--- config.mk ---
export PLATFORM = sky130hd
export DESIGN_NAME = axi_lite_master_p
export DESIGN_NICKNAME = d
export VERILOG_FILES = /design/src/rtl/axi_lite_master_p.sv
export SDC_FILE = /design/constraint.sdc
export NUM_CORES = 1
export LEC_CHECK = 0
export BUFFER_PORTS_ARGS = -buffer_cell sky130_fd_sc_hd__buf_2
export CAP_MARGIN = 25
export CORE_AREA = 5 5 148 150
export DETAILED_ROUTE_END_ITERATION = 10
export DIE_AREA = 0 0 153 155
export SLEW_MARGIN = 10
export SYNTH_ARGS = -nofsm -noshare
export SYNTH_HDL_FRONTEND = slang
export SYNTH_SLANG_ARGS = --single-unit
--- constraint.sdc ---
create_clock -name ACLK -period 1.5 [get_ports ACLK]
set_input_delay 0.075 -clock ACLK [delete_from_list [all_inputs] [get_ports ACLK]]
set_output_delay 0.075 -clock ACLK [all_outputs]
set_load 0.05 [all_outputs]
--- src/rtl/axi_lite_master_p.sv ---
// axi_lite_master_p
// -----------------------------------------------------------------------------
// Single-outstanding AXI4-Lite master. A local controller hands over one
// command (read or write) on the cmd_* bus; the master latches it, runs the
// matching AXI4-Lite transaction and reports the outcome on the rsp_* bus with
// a one-cycle rsp_valid pulse. Non-OKAY responses are counted in a saturating
// error counter that can be cleared synchronously.
//
// Ports
//   ACLK, ARESETn             clock (rising edge) and asynchronous active-low reset
//   AW* / W* / B*             AXI4-Lite write address, write data, write response
//   AR* / R*                  AXI4-Lite read address, read data
//   cmd_valid / cmd_ready     command handshake (cmd_ready = master idle)
//   cmd_write                 1 = write, 0 = read
//   cmd_addr/wdata/wstrb      command payload, sampled on acceptance only
//   rsp_valid                 one-cycle completion pulse
//   rsp_write/resp/rdata      outcome of the last transaction, held until the next
//   err_count / err_clr       saturating count of non-OKAY responses, sync clear
//
// Every AXI and rsp output is driven straight from a flop, so no AXI input
// reaches an AXI output through combinational logic.
// -----------------------------------------------------------------------------
module axi_lite_master_p #(
  parameter int ADDR_WIDTH    = 32,
  parameter int DATA_WIDTH    = 32,  // 32 or 64
  parameter int ERR_CNT_WIDTH = 8
) (
  input  logic                       ACLK,
  input  logic                       ARESETn,
  // write address channel
  output logic [ADDR_WIDTH-1:0]      AWADDR,
  output logic [2:0]                 AWPROT,
  output logic                       AWVALID,
  input  logic                       AWREADY,
  // write data channel
  output logic [DATA_WIDTH-1:0]      WDATA,
  output logic [DATA_WIDTH/8-1:0]    WSTRB,
  output logic                       WVALID,
  input  logic                       WREADY,
  // write response channel
  input  logic [1:0]                 BRESP,
  input  logic                       BVALID,
  output logic                       BREADY,
  // read address channel
  output logic [ADDR_WIDTH-1:0]      ARADDR,
  output logic [2:0]                 ARPROT,
  output logic                       ARVALID,
  input  logic                       ARREADY,
  // read data channel
  input  logic [DATA_WIDTH-1:0]      RDATA,
  input  logic [1:0]                 RRESP,
  input  logic                       RVALID,
  output logic                       RREADY,
  // command interface
  input  logic                       cmd_valid,
  output logic                       cmd_ready,
  input  logic                       cmd_write,
  input  logic [ADDR_WIDTH-1:0]      cmd_addr,
  input  logic [DATA_WIDTH-1:0]      cmd_wdata,
  input  logic [DATA_WIDTH/8-1:0]    cmd_wstrb,
  // response interface
  output logic                       rsp_valid,
  output logic                       rsp_write,
  output logic [1:0]                 rsp_resp,
  output logic [DATA_WIDTH-1:0]      rsp_rdata,
  // error counter
  output logic [ERR_CNT_WIDTH-1:0]   err_count,
  input  logic                       err_clr
);

  localparam int STRB_WIDTH = DATA_WIDTH / 8;

  typedef enum logic [2:0] {
    IDLE    = 3'd0,
    WR_AW_W = 3'd1,
    WR_B    = 3'd2,
    RD_AR   = 3'd3,
    RD_R    = 3'd4
  } state_t;

  state_t state_reg, state_next;

  // channel valid/ready flops and their next values
  logic awvalid_reg, awvalid_next;
  logic wvalid_reg,  wvalid_next;
  logic bready_reg,  bready_next;
  logic arvalid_reg, arvalid_next;
  logic rready_reg,  rready_next;
  logic rsp_valid_reg, rsp_valid_next;

  // latched command payload (these flops are the AXI address/data outputs)
  logic [ADDR_WIDTH-1:0] awaddr_reg;
  logic [ADDR_WIDTH-1:0] araddr_reg;
  logic [DATA_WIDTH-1:0] wdata_reg;
  logic [STRB_WIDTH-1:0] wstrb_reg;

  // captured response
  logic                  rsp_write_reg;
  logic [1:0]            rsp_resp_reg;
  logic [DATA_WIDTH-1:0] rsp_rdata_reg;
  logic [ERR_CNT_WIDTH-1:0] err_count_reg;

  // single-cycle strobes from the FSM
  logic accept;
  logic capture_b;
  logic capture_r;
  logic aw_done;
  logic w_done;
  logic resp_err;

  // ---------------------------------------------------------------------------
  // State register and registered channel controls
  // ---------------------------------------------------------------------------
  always_ff @(posedge ACLK or negedge ARESETn) begin
    if (!ARESETn) begin
      state_reg     <= IDLE;
      awvalid_reg   <= 1'b0;
      wvalid_reg    <= 1'b0;
      bready_reg    <= 1'b0;
      arvalid_reg   <= 1'b0;
      rready_reg    <= 1'b0;
      rsp_valid_reg <= 1'b0;
    end else begin
      state_reg     <= state_next;
      awvalid_reg   <= awvalid_next;
      wvalid_reg    <= wvalid_next;
      bready_reg    <= bready_next;
      arvalid_reg   <= arvalid_next;
      rready_reg    <= rready_next;
      rsp_valid_reg <= rsp_valid_next;
    end
  end

  // ---------------------------------------------------------------------------
  // Next-state and next-output logic
  // ---------------------------------------------------------------------------
  always_comb begin
    state_next     = state_reg;
    awvalid_next   = awvalid_reg;
    wvalid_next    = wvalid_reg;
    bready_next    = bready_reg;
    arvalid_next   = arvalid_reg;
    rready_next    = rready_reg;
    rsp_valid_next = 1'b0;
    accept         = 1'b0;
    capture_b      = 1'b0;
    capture_r      = 1'b0;
    aw_done        = 1'b0;
    w_done         = 1'b0;

    case (state_reg)
      IDLE: begin
        if (cmd_valid) begin
          accept = 1'b1;
          if (cmd_write) begin
            state_next   = WR_AW_W;
            awvalid_next = 1'b1;
            wvalid_next  = 1'b1;
          end else begin
            state_next   = RD_AR;
            arvalid_next = 1'b1;
          end
        end
      end

      WR_AW_W: begin
        // A channel whose VALID has already dropped has completed its
        // handshake, so the VALID flop doubles as the per-channel done flag.
        aw_done = !awvalid_reg || AWREADY;
        w_done  = !wvalid_reg  || WREADY;
        if (awvalid_reg && AWREADY) awvalid_next = 1'b0;
        if (wvalid_reg  && WREADY)  wvalid_next  = 1'b0;
        if (aw_done && w_done) begin
          state_next  = WR_B;
          bready_next = 1'b1;
        end
      end

      WR_B: begin
        if (BVALID) begin
          capture_b      = 1'b1;
          bready_next    = 1'b0;
          rsp_valid_next = 1'b1;
          state_next     = IDLE;
        end
      end

      RD_AR: begin
        if (ARREADY) begin
          arvalid_next = 1'b0;
          rready_next  = 1'b1;
          state_next   = RD_R;
        end
      end

      RD_R: begin
        if (RVALID) begin
          capture_r      = 1'b1;
          rready_next    = 1'b0;
          rsp_valid_next = 1'b1;
          state_next     = IDLE;
        end
      end

      default: begin
        state_next   = IDLE;
        awvalid_next = 1'b0;
        wvalid_next  = 1'b0;
        bready_next  = 1'b0;
        arvalid_next = 1'b0;
        rready_next  = 1'b0;
      end
    endcase
  end

  // ---------------------------------------------------------------------------
  // Command latch and response capture
  // ---------------------------------------------------------------------------
  // Address/data only load on acceptance, so they stay stable while VALID is
  // high no matter what the command bus does afterwards.
  always_ff @(posedge ACLK or negedge ARESETn) begin
    if (!ARESETn) begin
      awaddr_reg    <= '0;
      araddr_reg    <= '0;
      wdata_reg     <= '0;
      wstrb_reg     <= '0;
      rsp_write_reg <= 1'b0;
      rsp_resp_reg  <= 2'b00;
      rsp_rdata_reg <= '0;
    end else begin
      if (accept && cmd_write) begin
        awaddr_reg <= cmd_addr;
        wdata_reg  <= cmd_wdata;
        wstrb_reg  <= cmd_wstrb;
      end
      if (accept && !cmd_write) begin
        araddr_reg <= cmd_addr;
      end
      if (capture_b) begin
        rsp_write_reg <= 1'b1;
        rsp_resp_reg  <= BRESP;
        rsp_rdata_reg <= '0;
      end
      if (capture_r) begin
        rsp_write_reg <= 1'b0;
        rsp_resp_reg  <= RRESP;
        rsp_rdata_reg <= RDATA;
      end
    end
  end

  // ---------------------------------------------------------------------------
  // Saturating error counter; a clear wins over a same-cycle error
  // ---------------------------------------------------------------------------
  assign resp_err = (capture_b && (BRESP != 2'b00)) ||
                    (capture_r && (RRESP != 2'b00));

  always_ff @(posedge ACLK or negedge ARESETn) begin
    if (!ARESETn) begin
      err_count_reg <= '0;
    end else if (err_clr) begin
      err_count_reg <= '0;
    end else if (resp_err && (err_count_reg != {ERR_CNT_WIDTH{1'b1}})) begin
      err_count_reg <= err_count_reg + ERR_CNT_WIDTH'(1);
    end
  end

  // ---------------------------------------------------------------------------
  // Output assignments
  // ---------------------------------------------------------------------------
  assign AWADDR    = awaddr_reg;
  assign AWPROT    = 3'b000;
  assign AWVALID   = awvalid_reg;
  assign WDATA     = wdata_reg;
  assign WSTRB     = wstrb_reg;
  assign WVALID    = wvalid_reg;
  assign BREADY    = bready_reg;
  assign ARADDR    = araddr_reg;
  assign ARPROT    = 3'b000;
  assign ARVALID   = arvalid_reg;
  assign RREADY    = rready_reg;

  assign cmd_ready = (state_reg == IDLE);

  assign rsp_valid = rsp_valid_reg;
  assign rsp_write = rsp_write_reg;
  assign rsp_resp  = rsp_resp_reg;
  assign rsp_rdata = rsp_rdata_reg;
  assign err_count = err_count_reg;

endmodule

; ---- Word-level counts from Yosys, hierarchy flattened
; Index checks and enable logic that the tools add are counted.
[classes]
reduce_logical = 29
n_mux = 38
eq_ne = 14
n_bitwise = 4
add_sub_neg = 1
[op_table]
columns = cell, n
row1 = $mux 32, 2
row2 = $mux 1, 19
row3 = $mux 8, 2
row4 = $ne 2x2->1 const B, 8
row5 = $mux 3, 5
row6 = $pmux 1 s3, 5
row7 = $pmux 3 s5, 1
row8 = $reduce_and 4->1, 3
row9 = $reduce_or 3->1, 4
row10 = $add 8x1->8 const B, 1
row11 = $logic_and 1x1->1, 8
row12 = $ne 8x8->1 const B, 1
row13 = $reduce_bool 2->1, 4
row14 = $eq 3x2->1 const B, 2
row15 = $mux 2, 3
row16 = $reduce_and 3->1, 2
row17 = $reduce_and 5->1, 1
row18 = $not 1->1, 4
row19 = $eq 3x1->1 const B, 1
row20 = $eq 3x3->1 const B, 1
row21 = $logic_not 1->1, 3
row22 = $logic_not 3->1, 1
row23 = $logic_or 1x1->1, 3
row24 = $ne 2x1->1 const B, 1
row25 = $pmux 1 s2, 1
[word_totals]
output_inout_bits = 156
wordCells = 101
regBits = 152

; ---- Depth between registers and ports, before layout
; Gate-level depths: netlist of run 1.
[logic_depth]
word_depth = 7
depth_mapped = 7

; ---- Worst setup path before layout of run 1
; No wires, ideal clock.
[synth_path]
kind = register to register
from = reg state_reg[0]
to = reg wdata_reg[23], in the netlist WDATA[23]
path_slack_ns = -1.247
path_buffers = 3
path_stages_with_launch = 7
t_arrival_ns = 2.622
path_cell_list = dfrtp_1 buf_2 nor3_1 and3_1 buf_6 buf_4 mux2_2
[synth_via]
elab_chain_cells = 3
[synth_lines]
columns = item, line_no
row1 = start: declaration, 81  ; state_t state_reg, state_next;
row2 = start signal: assignment, 124  ; state_reg <= state_next;
row3 = $logic_not 3->1, -
row4 = via cmd_ready, 56  ; output logic cmd_ready,
row5 = $mux 1, 151  ; case (state_reg)
row6 = $logic_and 1x1->1, 231  ; if (accept && cmd_write) begin
row7 = end signal: assignment, 233  ; wdata_reg <= cmd_wdata;
row8 = end: declaration, 94  ; logic [DATA_WIDTH-1:0] wdata_reg;
; The timed path passes the listed nets, and every way through them passes these cells.
; A chain may end at the register's enable or synchronous reset.

; ---- Worst setup path in the final report of run 1
[layout_path]
from = reg state_reg[0]
to = reg err_count_reg[6], in the netlist err_count[6]
[layout_via]
elab_chain_cells = 6
[layout_lines]
columns = item, line_no
row1 = $eq 3x2->1 / $eq 3x3->1 (equally long branches), 151
row2 = $mux 1, 151
row3 = "$logic_and 1x1->1, on equally long branches", "255, 256"
row4 = $logic_or 1x1->1 (*), 255  ; assign resp_err = (capture_b && (BRESP != 2'b00)) ||
row5 = $logic_and 1x1->1 (*), 263  ; end else if (resp_err && (err_count_reg != {ERR_CNT_WIDTH{1'b1}})) begin
row6 = $reduce_bool 2->1 (no source line) (*), -
row7 = end signal: assignment, 264  ; err_count_reg <= err_count_reg + ERR_CNT_WIDTH'(1);
row8 = end: declaration, 101  ; logic [ERR_CNT_WIDTH-1:0] err_count_reg;
; Mark *: on every way between the ends. The rest lies on a longest branch, timed or not.

==> results of run 1 <==
-- repair_timing --
action / in CTS / in global routing
pin swaps: 1 / 6
endpoints found under the setup margin: 142 / 145
gates cloned: 2 / 3
setup buffers: 3 / 8
resized for setup: 21 / 50
endpoints found under the hold margin: 295 / 0
hold buffers: 109 / 0
-- worst paths after layout --
path | slack [ps] | endpoint | cells past startpoint | start
max reg2reg | -190 | err_count[6] | 4 | state_reg[0]
max | -190 | err_count[6] | 4 | state_reg[0]
min reg2reg | 490 | rsp_rdata[4] | 1 | rsp_rdata[4]
min in group asynchronous | 100 | ARADDR[17] | 2 | ARESETn
max in group asynchronous | 800 | ARADDR[29] | 3 | ARESETn
min | 50 | AWVALID | 4 | AWREADY
-- per-layer routing --
metal  part of all wire  vias to the layer above  global-route usage
met5                  0                        -                   0
met3              0.078                       19              0.0592
met2               0.50                      178               0.253
met4              0.017                        0              0.0403
met1               0.40                     2414               0.167
li1                   -                     2293                   -
-- worst register-to-register path, cell delays in order (launching register included) --
cell       delay [ps]
dfrtp_2           440
nand4bb_4         250
o22a_4            250
or4b_1            510
o211a_1           140
-- area by class of cell --
class                      count  area [µm²]
clock buffer                  20         467
clock inverter                12         139
fill                        1804       10600
inverter                       7        26.3
multi-input combinational    223        2170
sequential                   152        3810
tap                          275         344
timing repair buffer         419        3000
-- stage by stage --
stage	hold slack, ps	total power, W	TNS, ps	area, µm²
floorplan	-221	0.0157	-41990	6040
global placement	-31.2	0.0187	-16590	7800
detailed placement	-24.3	0.0188	-20320	7800
CTS	34.1	0.0238	-19310	9660
global route	53.8	0.0252	-24090	9970
finish	53.3	0.0241	-16100	9970
-- kinds of logic (layout without fill, tap and decap cells) --
group	after synthesis	in the layout
AOI/OAI and AO/OA	67	67
adders and majority gates	1	1
buffers and inverters	36	458
DFF	152	152
muxes	104	104
other	1	6
and+or+nand+nor	45	45
-- placed cells by master, fill, tap and decap left out, types with 13 or more instances in the layout --
| cell | synthesis | routed |
|---|---|---|
| dfrtp_1 | 152 | 143 |
| o21ai_0 | 13 | 13 |
| buf_2 | 11 | 261 |
| mux2_2 | 101 | 82 |
| dlygate4sd3_1 | 0 | 109 |
| mux2_4 | 0 | 19 |
| buf_4 | 8 | 24 |
| a22o_1 | 32 | 32 |
| clkbuf_16 | 0 | 19 |
-- cells in the mapped netlist (2+ instances only) --
master and count:
buf_4 8, nand2_1 8, o31ai_1 2, o21ai_0 13, nor2b_1 2, or4_1 2, nor3_1 2, nand3_1 4
mux2_2 101, a2bb2oi_1 2, nand4_1 2, buf_2 11, and3_1 3, dfrtp_1 152, nand2b_1 3, mux2i_1 2
nor2_1 12, a21oi_1 8, inv_1 7, a22o_1 32, buf_6 8, or3_1 2, o41ai_1 2
-- power by group --
part / leakage [nW] / switching (W) / internal, W
Sequential: 1.87 / 0.000927 / 0.00591
Clock: 0.291 / 0.00175 / 0.00261
Combinational: 2.70 / 0.00891 / 0.00404
Total: 4.86 / 0.0116 / 0.0126
==> flow_summary.toml, run 1 <==
[drt]
drt-vias-per-instance = 4.43
ant_nets = 0
vias = 4904
firstDrtPassIters = 6
dr.first_iter.drc_count = 165
wl_per_cell_um = 16.1
routed_wl_um = 17800
drc_errors = 0

[sta]
fin_ws_ps = -193
grt_setup_unrepaired = "true"
period_minus_slack_ps = 1690
finalClockSkew_ps = 9.34
final-setup-viol-count = 141
period_share = 1.13
hold_viol = 0
clock.fmax_ghz = 0.591
drv_slew = 0

[placement]
gp_congestion = 0.775
pre_cts_ws_ps = -286
dp_cells = 952
dp_hpwl_um = 11200
portBuffers = 263

[final_layout]
drive_gt1_frac = 0.569
syn_to_final_growth_pct = 66.4
fin_cells = 1108
diodes = 0
final_core_util = 0.485
layout.nets = 935

[setup_path]
required_ps = 1810
arrival_ps = 2000
cp_top_family = "simple AND/OR/NAND/NOR gates"
crit_buf_inv = 0
start_kind = "flop"
critPathMaxFanout = 8
slowest_stage = "or4b_1"
end_kind = "flop"
path_class = "reg -> reg"
cp_cell_sequence = "nand4bb_4 -> o22a_4 -> or4b_1 -> o211a_1"
cpPeakStageDelay_ps = 510

[run_status]
failed_checks = "setup timing"
run_status = "finished with violations"

[floorplanning]
rows = 53
die_area_um2 = 23700
core_area_um2 = 20600
fp.dieW_um = 153
pin_count = 270
fp.dieH_um = 155
start_util = 0.291

[global_routing]
grt_pass1_vias = 5155
grt_usage = 0.146
grt_pass1_wl_um = 27800
grt.overflow.total = 0
grt_max_degree = 55
antenna_found_initial = 0

[logic_synthesis]
synthFlopType = "dfrtp_1"
avgSynthCellArea_um2 = 14.8
synth_area_um2 = 5990
yosys.area_share.simple = 0.0416
ys_warn_count = 0
synth.largest_area_cell = "dfrtp_1"
synth-adder-area-share = 0.00209
ys_seq_elements = 152
synth-edff-count = 0
synthXorXnorAreaFrac = 0
synthDistinctLibCells = 41
muxShareOfSynthArea = 0.197
synth.area.top_cells = "dfrtp_1 (63%), mux2_2 (19%), a22o_1 (4.7%)"
async_flop_share = 1.00
netlist_instances = 406
synth_top_area_share = 0.635
synth_top_family_by_area = "multiplexers"
ys_seq_area_frac = 0.635
synth_compound_area_frac = 0.0840

[power_and_ir_drop]
ir_drop_uv = 1040
power_density_nw_per_um2 = 2420
p_leak_nw = 4.86

[clock_tree]
h-tree-depth = 4
cts_sinks = 152
clockBufferDepth = 2
clk_pin_slew_ps = 70
insertion_delay_ps = 410
cts_made_buffers = 17
cts_root_buffer = "clkbuf_16"
cts_tree = "yes"

[min_path]
hp-class = "in -> reg"

[flow_run]
cap_violations = 0
No activity file was read; power rests on OpenSTA's default activity.
==> run 2: changes to the inputs <==
==> constraint.sdc (replaced) <==
create_clock -name ACLK -period 1.8 [get_ports ACLK]
set_input_delay 0.09 -clock ACLK [delete_from_list [all_inputs] [get_ports ACLK]]
set_output_delay 0.09 -clock ACLK [all_outputs]
set_load 0.05 [all_outputs]
==> flow_summary.toml, run 2 (synthesis results as in run 1) <==
[run_status]
run_status = "finished clean"

[setup_path]
cp_cell_sequence = "nor3_4 -> and3_4 -> buf_12 -> buf_12 -> mux2_2"
crit_path_frequent_cell = "buf_12"
start_kind = "flop"
cpPeakStageDelay_ps = 450
critPathMaxFanout = 15
arrival_ps = 1980
path_class = "reg -> reg"
slowest_stage = "dfrtp_2"
required_ps = 2090
rrSetupSlack_ps = 100
end_kind = "flop"

[drt]
dr.first_iter.drc_count = 134
vias = 4829
drt-vias-per-instance = 4.43
wl_per_cell_um = 15.5
firstDrtPassIters = 5
drc_errors = 0
ant_nets = 0
routed_wl_um = 16900

[sta]
clock.fmax_ghz = 0.589
grt_setup_unrepaired = "false"
fin_hold_ws_ps = 53.4
finalClockSkew_ps = 13.8
final-setup-viol-count = 0
hold_viol = 0
drv_slew = 0
fin_ws_ps = 102
period_minus_slack_ps = 1700
setup_tns_ps = 0
period_share = 0.943

[clock_tree]
h-tree-depth = 4
cts_tree = "yes"
clockBufferDepth = 2
insertion_delay_ps = 410
cts_root_buffer = "clkbuf_16"
cts_made_buffers = 17
clk_pin_slew_ps = 70
cts_sinks = 152

[floorplanning]
rows = 53
die_area_um2 = 23700
pin_count = 270
start_util = 0.291
fp.dieH_um = 155
fp.dieW_um = 153
core_area_um2 = 20600

[placement]
portBuffers = 263
dp_hpwl_um = 11200
gp_congestion = 0.744
pre_cts_ws_ps = 22.9
dpl_cell_area_um2 = 7780

[power_and_ir_drop]
p_leak_nw = 4.64
power_density_nw_per_um2 = 2030
ir_drop_uv = 891

[global_routing]
grt_usage = 0.142
grt_max_degree = 49
antenna_found_initial = 0
grt_pass1_wl_um = 27400
grt_pass1_vias = 5214
grt.overflow.total = 0

[flow_run]
cap_violations = 0

[min_path]
hp-class = "in -> reg"

[final_layout]
fin_area_um2 = 9500
syn_to_final_growth_pct = 58.6
layout.nets = 918
final_core_util = 0.462
drive_gt1_frac = 0.534
diodes = 0
layout_commonest_cell = "buf_2"
final_cell_mix = "buf_2 (262), dfrtp_1 (149), dlygate4sd3_1 (109)"
## run 2: report_power, final
part,internal (W),switching (W)
Sequential,0.00493,0.000781
Combinational,0.00292,0.00720
Clock,0.00199,0.00148
## run 2: area by class of cell
cell class / instances / area [µm²]
Clock inverter: 13 / 119
Sequential cell: 152 / 3810
Tap cell: 275 / 344
Clock buffer: 19 / 453
Timing Repair Buffer: 402 / 2740
Multi-Input combinational cell: 223 / 2010
Inverter: 7 / 26.3
Fill cell: 1869 / 11100
## run 2: per-layer routing
metal / vias up / track usage / wire length (µm)
met1: 2370 / 0.169 / 6900
met2: 175 / 0.243 / 8570
met5: - / 0 / 0
li1: 2260 / - / -
met3: 24 / 0.0445 / 1050
met4: 0 / 0.0479 / 345
## run 2: repair_timing
item / 4_1_cts / 5_1_grt
endpoints found under the hold margin: 190 / 0
gates resized for setup: 0 / 7
buffers inserted: 0 / 1
hold buffers: 109 / 0
setup endpoints to repair: 0 / 83
## run 2: worst max-delay path: cells and delay by family, from the launching register on
family / cells / cell delay [ps]
buffers and inverters: 2 / 320
DFF: 1 / 450
muxes: 1 / 340
and+or+nand+nor: 2 / 450
## run 2: metrics by stage
step	total power, W	std cells
after CTS	0.0194	1089
after global routing	0.0202	1091
after floorplan	0.0131	411
after global placement	0.0156	948
after detailed placement	0.0157	948
final	0.0193	1091
## run 2: final timing paths
| kind | startpoint | endpoint | cells after the start |
|---|---|---|---|
| hold / removal | ARREADY | RREADY | 3 |
| setup / recovery | state_reg[2] | WDATA[31] | 5 |
| min in group asynchronous | ARESETn | AWADDR[17] | 2 |
| max in group asynchronous | ARESETn | state_reg[0] | 3 |
| hold reg to reg | rsp_rdata[27] | rsp_rdata[27] | 1 |
| setup reg to reg | state_reg[2] | WDATA[31] | 5 |
